--- src/rtl/full_subtractor_pkg.sv ---
// Shared bit-level equations for the ripple-borrow subtractor.
package full_subtractor_pkg;

    function automatic logic cell_diff(input logic a, input logic b, input logic bin);
        return a ^ b ^ bin;
    endfunction

    // Borrow when the minuend bit is 0 against a 1, or the bits tie and a borrow arrives.
    function automatic logic cell_borrow(input logic a, input logic b, input logic bin);
        return (~a & b) | (~(a ^ b) & bin);
    endfunction

endpackage

--- src/rtl/full_subtractor_bit.sv ---
// Combinational 1-bit full subtractor cell.
module full_subtractor_bit
    import full_subtractor_pkg::*;
(
    input  logic a_i,
    input  logic b_i,
    input  logic bin_i,
    output logic d_o,
    output logic bout_o
);

    assign d_o    = cell_diff(a_i, b_i, bin_i);
    assign bout_o = cell_borrow(a_i, b_i, bin_i);

endmodule

--- src/rtl/full_subtractor.sv ---
// Ripple-borrow subtractor Diff = A - B - Bin with optional registered output stage.
module full_subtractor #(
    parameter int unsigned WIDTH   = 1,
    parameter bit          REG_OUT = 1'b1
) (
    input  logic             clk,
    input  logic             rst,
    input  logic [WIDTH-1:0] A,
    input  logic [WIDTH-1:0] B,
    input  logic             Bin,
    input  logic             in_valid,
    output logic [WIDTH-1:0] Diff,
    output logic             Borrow,
    output logic             out_valid
);

    logic [WIDTH:0]   borrow_chain;
    logic [WIDTH-1:0] diff_d;

    assign borrow_chain[0] = Bin;

    for (genvar i = 0; i < WIDTH; i++) begin : g_cell
        full_subtractor_bit u_bit (
            .a_i    (A[i]),
            .b_i    (B[i]),
            .bin_i  (borrow_chain[i]),
            .d_o    (diff_d[i]),
            .bout_o (borrow_chain[i+1])
        );
    end

    if (REG_OUT) begin : g_reg
        logic [WIDTH-1:0] diff_q;
        logic             borrow_q;
        logic             valid_q;

        always_ff @(posedge clk) begin
            if (rst) begin
                diff_q   <= '0;
                borrow_q <= 1'b0;
                valid_q  <= 1'b0;
            end else begin
                valid_q <= in_valid;
                // Result holds across idle cycles; only out_valid tracks in_valid.
                if (in_valid) begin
                    diff_q   <= diff_d;
                    borrow_q <= borrow_chain[WIDTH];
                end
            end
        end

        assign Diff      = diff_q;
        assign Borrow    = borrow_q;
        assign out_valid = valid_q;
    end else begin : g_comb
        assign Diff      = diff_d;
        assign Borrow    = borrow_chain[WIDTH];
        assign out_valid = in_valid;
    end

endmodule

--- config.mk ---
export PLATFORM = sky130hd
export DESIGN_NAME = full_subtractor
export DESIGN_NICKNAME = d
export VERILOG_FILES = /design/src/rtl/full_subtractor_pkg.sv /design/src/rtl/full_subtractor_bit.sv /design/src/rtl/full_subtractor.sv
export SDC_FILE = /design/constraint.sdc
export NUM_CORES = 1
export LEC_CHECK = 0
export BUFFER_PORTS_ARGS = -buffer_cell sky130_fd_sc_hd__buf_2
export CORE_AREA = 8 8 45 47
export CTS_CLUSTER_DIAMETER = 30
export DETAILED_ROUTE_END_ITERATION = 12
export DIE_AREA = 0 0 53 55
export GPL_TIMING_DRIVEN = 1
export SKIP_LAST_GASP = 1
export SYNTH_ARGS = -nofsm -noshare
export SYNTH_HDL_FRONTEND = slang
export SYNTH_SLANG_ARGS = --single-unit
--- constraint.sdc ---
create_clock -name clk -period 1 [get_ports clk]
set_input_delay 0.05 -clock clk [delete_from_list [all_inputs] [get_ports clk]]
set_output_delay 0.05 -clock clk [all_outputs]
set_load 0.005 [all_outputs]
# Word level (Yosys, flattened, before mapping)
# Cells that the tools add are included.
dict set report totals {
  regBits 3
  inputBits 6
  out_inout_bits 3
  wordCells 10
}
dict set report classes {
  bitwise_logic 7
}
# operator count
set ops {}
lappend ops {{$and 1x1->1} 2}
lappend ops {{$not 1->1} 2}
lappend ops {{$xor 1x1->1} 2}
lappend ops {{$or 1x1->1} 1}

# Longest topological paths before layout
dict set report depth {
  ltp_word 4
  ltp_mapped 4
  ltp_nobuf 4
}

# Cells and area by module
# From an unflattened synthesis, not the netlist that was laid out.
dict set report unflattened {
  cells_unflattened 12
  area_unflattened_um2 125.1
}
# mod n_inst cells_each area_each_um2 seq_area_each_um2
set by_module_without_submodules {}
lappend by_module_without_submodules {full_subtractor 1 8 93.8 60.1}
lappend by_module_without_submodules {full_subtractor_bit 1 4 31.3 0.0}

# Worst setup path after synthesis
# No wires, ideal clock.
dict set report synth_path {
  kind {in2reg}
  from {in B}
  to {reg g_reg.diff_q, in the netlist Diff}
  setup_time_ns 0.114
  t_arrival_ns 0.684
  t_required_ns 0.886
  path_slack_ns 0.202
  cell_stages 4
  path_buffers 0
  path_cell_list {inv_1 > fa_1 > mux2i_1 > nor2_1}
}
dict set report synth_between {
  elab_chain_len 2
}
# item line
set synth_lines {}
lappend synth_lines {{from (decl)} full_subtractor.sv:9} ;# input logic [WIDTH-1:0] B,
lappend synth_lines {{$xor 1x1->1 (2 in a row)} full_subtractor_pkg.sv:5} ;# return a ^ b ^ bin;
lappend synth_lines {{net diff_d} full_subtractor.sv:18} ;# logic [WIDTH-1:0] diff_d;
lappend synth_lines {{to (signal assigned)} full_subtractor.sv:46} ;# diff_q <= diff_d;
lappend synth_lines {{to (decl)} full_subtractor.sv:33} ;# logic [WIDTH-1:0] diff_q;
# The timed path passes the listed nets, and every way through them passes these cells.
# A chain may end at the register's enable or synchronous reset.

# Final worst setup path
dict set report layout_path {
  from {in A}
  to {reg g_reg.diff_q, in the netlist Diff}
}
dict set report layout_between {
  elab_chain_len 2
}
# item line
set layout_lines {}
lappend layout_lines {{from (decl)} full_subtractor.sv:8} ;# input logic [WIDTH-1:0] A,
lappend layout_lines {{$xor 1x1->1 (2 in a row)} full_subtractor_pkg.sv:5}
lappend layout_lines {{net diff_d} full_subtractor.sv:18}
# The timed path passes the listed nets, and every way through them passes these cells.

==> reports/metrics.yaml <==
outcome:
  status: "complete, no violations"
cts:
  h-tree-depth: 1
  clk_pin_slew_ns: 0.03
  clockBufferDepth: 2
  clock-root-buffer: "clkbuf_4"
  clock_sinks: 3
  clock_latency_ns: 0.23
  post_cts_buffers: 0
  cts_tree: "done"
  cts_made_buffers: 3
synth:
  muxShareOfSynthArea_pct: 8.421
  synth_compound_area_share_pct: 6.316
  synth_top_family_by_area: "adder cells"
  ys_ff_latch: 3
  synthSimpleGateAreaFrac_pct: 11.58
  ys_top_cells_by_area: "dfxtp_1, fa_1, mux2i_1, a211oi_1, inv_1"
  netlist_area_um2: 118.9
  yosysSeqAreaShare_pct: 50.53
  synth_top_area_share_pct: 50.53
  synth_cells: 11
  yosys_warnings: 0
  synth_cell_type_count: 7
  syn_area_per_cell_um2: 10.81
  synthXorXnorAreaFrac_pct: 0
  synth_top_cell_by_area: "dfxtp_1"
  synth.net_count: 18
  synth_adder_area_share_pct: 16.84
die:
  chipWidth_um: 53
  die_h_um: 55
  dieArea_um2: 2915
  start_util_pct: 8.590
  ios: 9
  core_um2: 1384
  num_rows: 14
timing:
  final-max-slew-violation-count: 0
  setup_tns_ns: 0
  setup_ws_ns: 0.2717
  hold_violations: 0
  tightest_slew_ns: 0.1632
  hold_ws_ns: 0.04733
  maxSlewHeadroom_pct: 89.05
  timing.final.crit_share_pct: 72.83
  skew_ns: 0
  rsz0062_at_grt: "false"
  fmax_mhz: 1373
  finalSetupViolCount: 0
  fin_crit_ns: 0.7283
layout:
  final_util_pct: 15.55
  multiInputGateArea_um2: 51.30
  fill_cells: 153
  regArea_um2: 60.06
  most-common-layout-cells: "buf_2, dfxtp_1, clkbuf_4, inv_1, nor2_1"
  final_common_cell: "buf_2"
  area_delta_synth_final_pct: 81.05
  drive_above_1_share_pct: 45.83
  num_antenna_cells: 0
  nNetsFinal: 32
  final_cell_count_no_fill: 40
  design_area_um2: 215.2
grt:
  grt_pass1_wl_um: 538
  antenna_found_initial: 0
  grt_max_degree: 5
  grt_pass1_vias: 128
  grt.overflow.total: 0
  grt_use_total_pct: 3.060
pwr:
  power_leakage_nw: 0.1092
  vdd_drop_max_mv: 0.4081
  p_per_area_nw_per_um2: 1802
  power_mw: 0.3878
worst_setup_path:
  crit_type: "in -> reg"
  crit_slowest_cell: "fa_1"
  required_ns: 1.12
  cp_top_family: "adder cells"
  crit_path_end_kind: "register"
  crit_buf_inv: 1
  start_kind: "input port"
  arrival_ns: 0.85
  crit_chain: "buf_2 > fa_1 > mux2i_1 > nor2_1"
  max_stage_delay_ns: 0.49
  cp_max_fo: 1
routing:
  dr.pass1.iters: 1
  vias: 116
  viasPerCell: 2.900
  drt-initial-drc-count: 0
  final_antenna_net_count: 0
  drcViolationCount: 0
  drt-total-wl_um: 315
  avgRoutedWirePerCell_um: 7.875
place:
  dp_cells: 35
  portBuffers: 8
  dpl_worst_slack_ns: 0.03506
  placed_area_um2: 178.9
  gp_congestion: 0.6728
hold_path:
  min_path_type: "in -> reg"
run:
  drv_cap: 0
-- logic make-up after synthesis --
| kind of cell | Yosys count |
|---|---|
| and+or+nand+nor | 3 |
| buffers and inverters | 2 |
| adders and majority gates | 1 |
| AOI/OAI and AO/OA | 1 |
| DFF | 3 |
| muxes | 1 |
-- where the power goes --
group | leakage [nW] | internal, mW | switching [mW]
logic | 0.0693 | 0.0263 | 0.0208
clock network | 0.0150 | 0.149 | 0.0589
registers | 0.0249 | 0.129 | 0.00317
total | 0.109 | 0.305 | 0.0828
-- synthesized netlist by cell type --
| cell type | instances |
|---|---|
| fa_1 | 1 |
| inv_1 | 2 |
| a211oi_1 | 1 |
| mux2i_1 | 1 |
| nor2_1 | 2 |
| nor2b_1 | 1 |
| dfxtp_1 | 3 |
-- worst paths after layout --
| check | slack (ns) | cells after the start | endpoint | from |
|---|---|---|---|---|
| max | 0.27 | 4 | Diff | A |
| min | 0.05 | 2 | Borrow | in_valid |
| max reg2reg | 0.38 | 2 | Borrow | Borrow |
| min reg2reg | 0.48 | 2 | Borrow | Borrow |
-- final cells by class --
| class | count | share of cell area (%) |
|---|---|---|
| Sequential cell | 3 | 27.91 |
| Timing Repair Buffer | 9 | 23.26 |
| Clock buffer | 4 | 12.21 |
| Multi-Input combinational cell | 6 | 23.84 |
| Inverter | 2 | 3.488 |
| Tap cell | 16 | 9.302 |
-- flip-flops by register name (all words and copies together) (netlist names) --
| register | cells |
|---|---|
| Diff | 1 |
| Borrow | 1 |
| out_valid | 1 |
-- routing by layer --
metal / global-route usage, % / wire length [um]
met5: 0 / 0
met4: 1.293 / 5
met3: 6.417 / 116
met2: 2.344 / 61
met1: 2.584 / 132
-- repair_timing --
item | CTS | global route
resized for setup | 0 | 0
endpoints found under the hold margin | 1 | 0
endpoints found under the setup margin | 0 | 0
hold buffers | 1 | 0
Power figures use the tool's default switching activity.
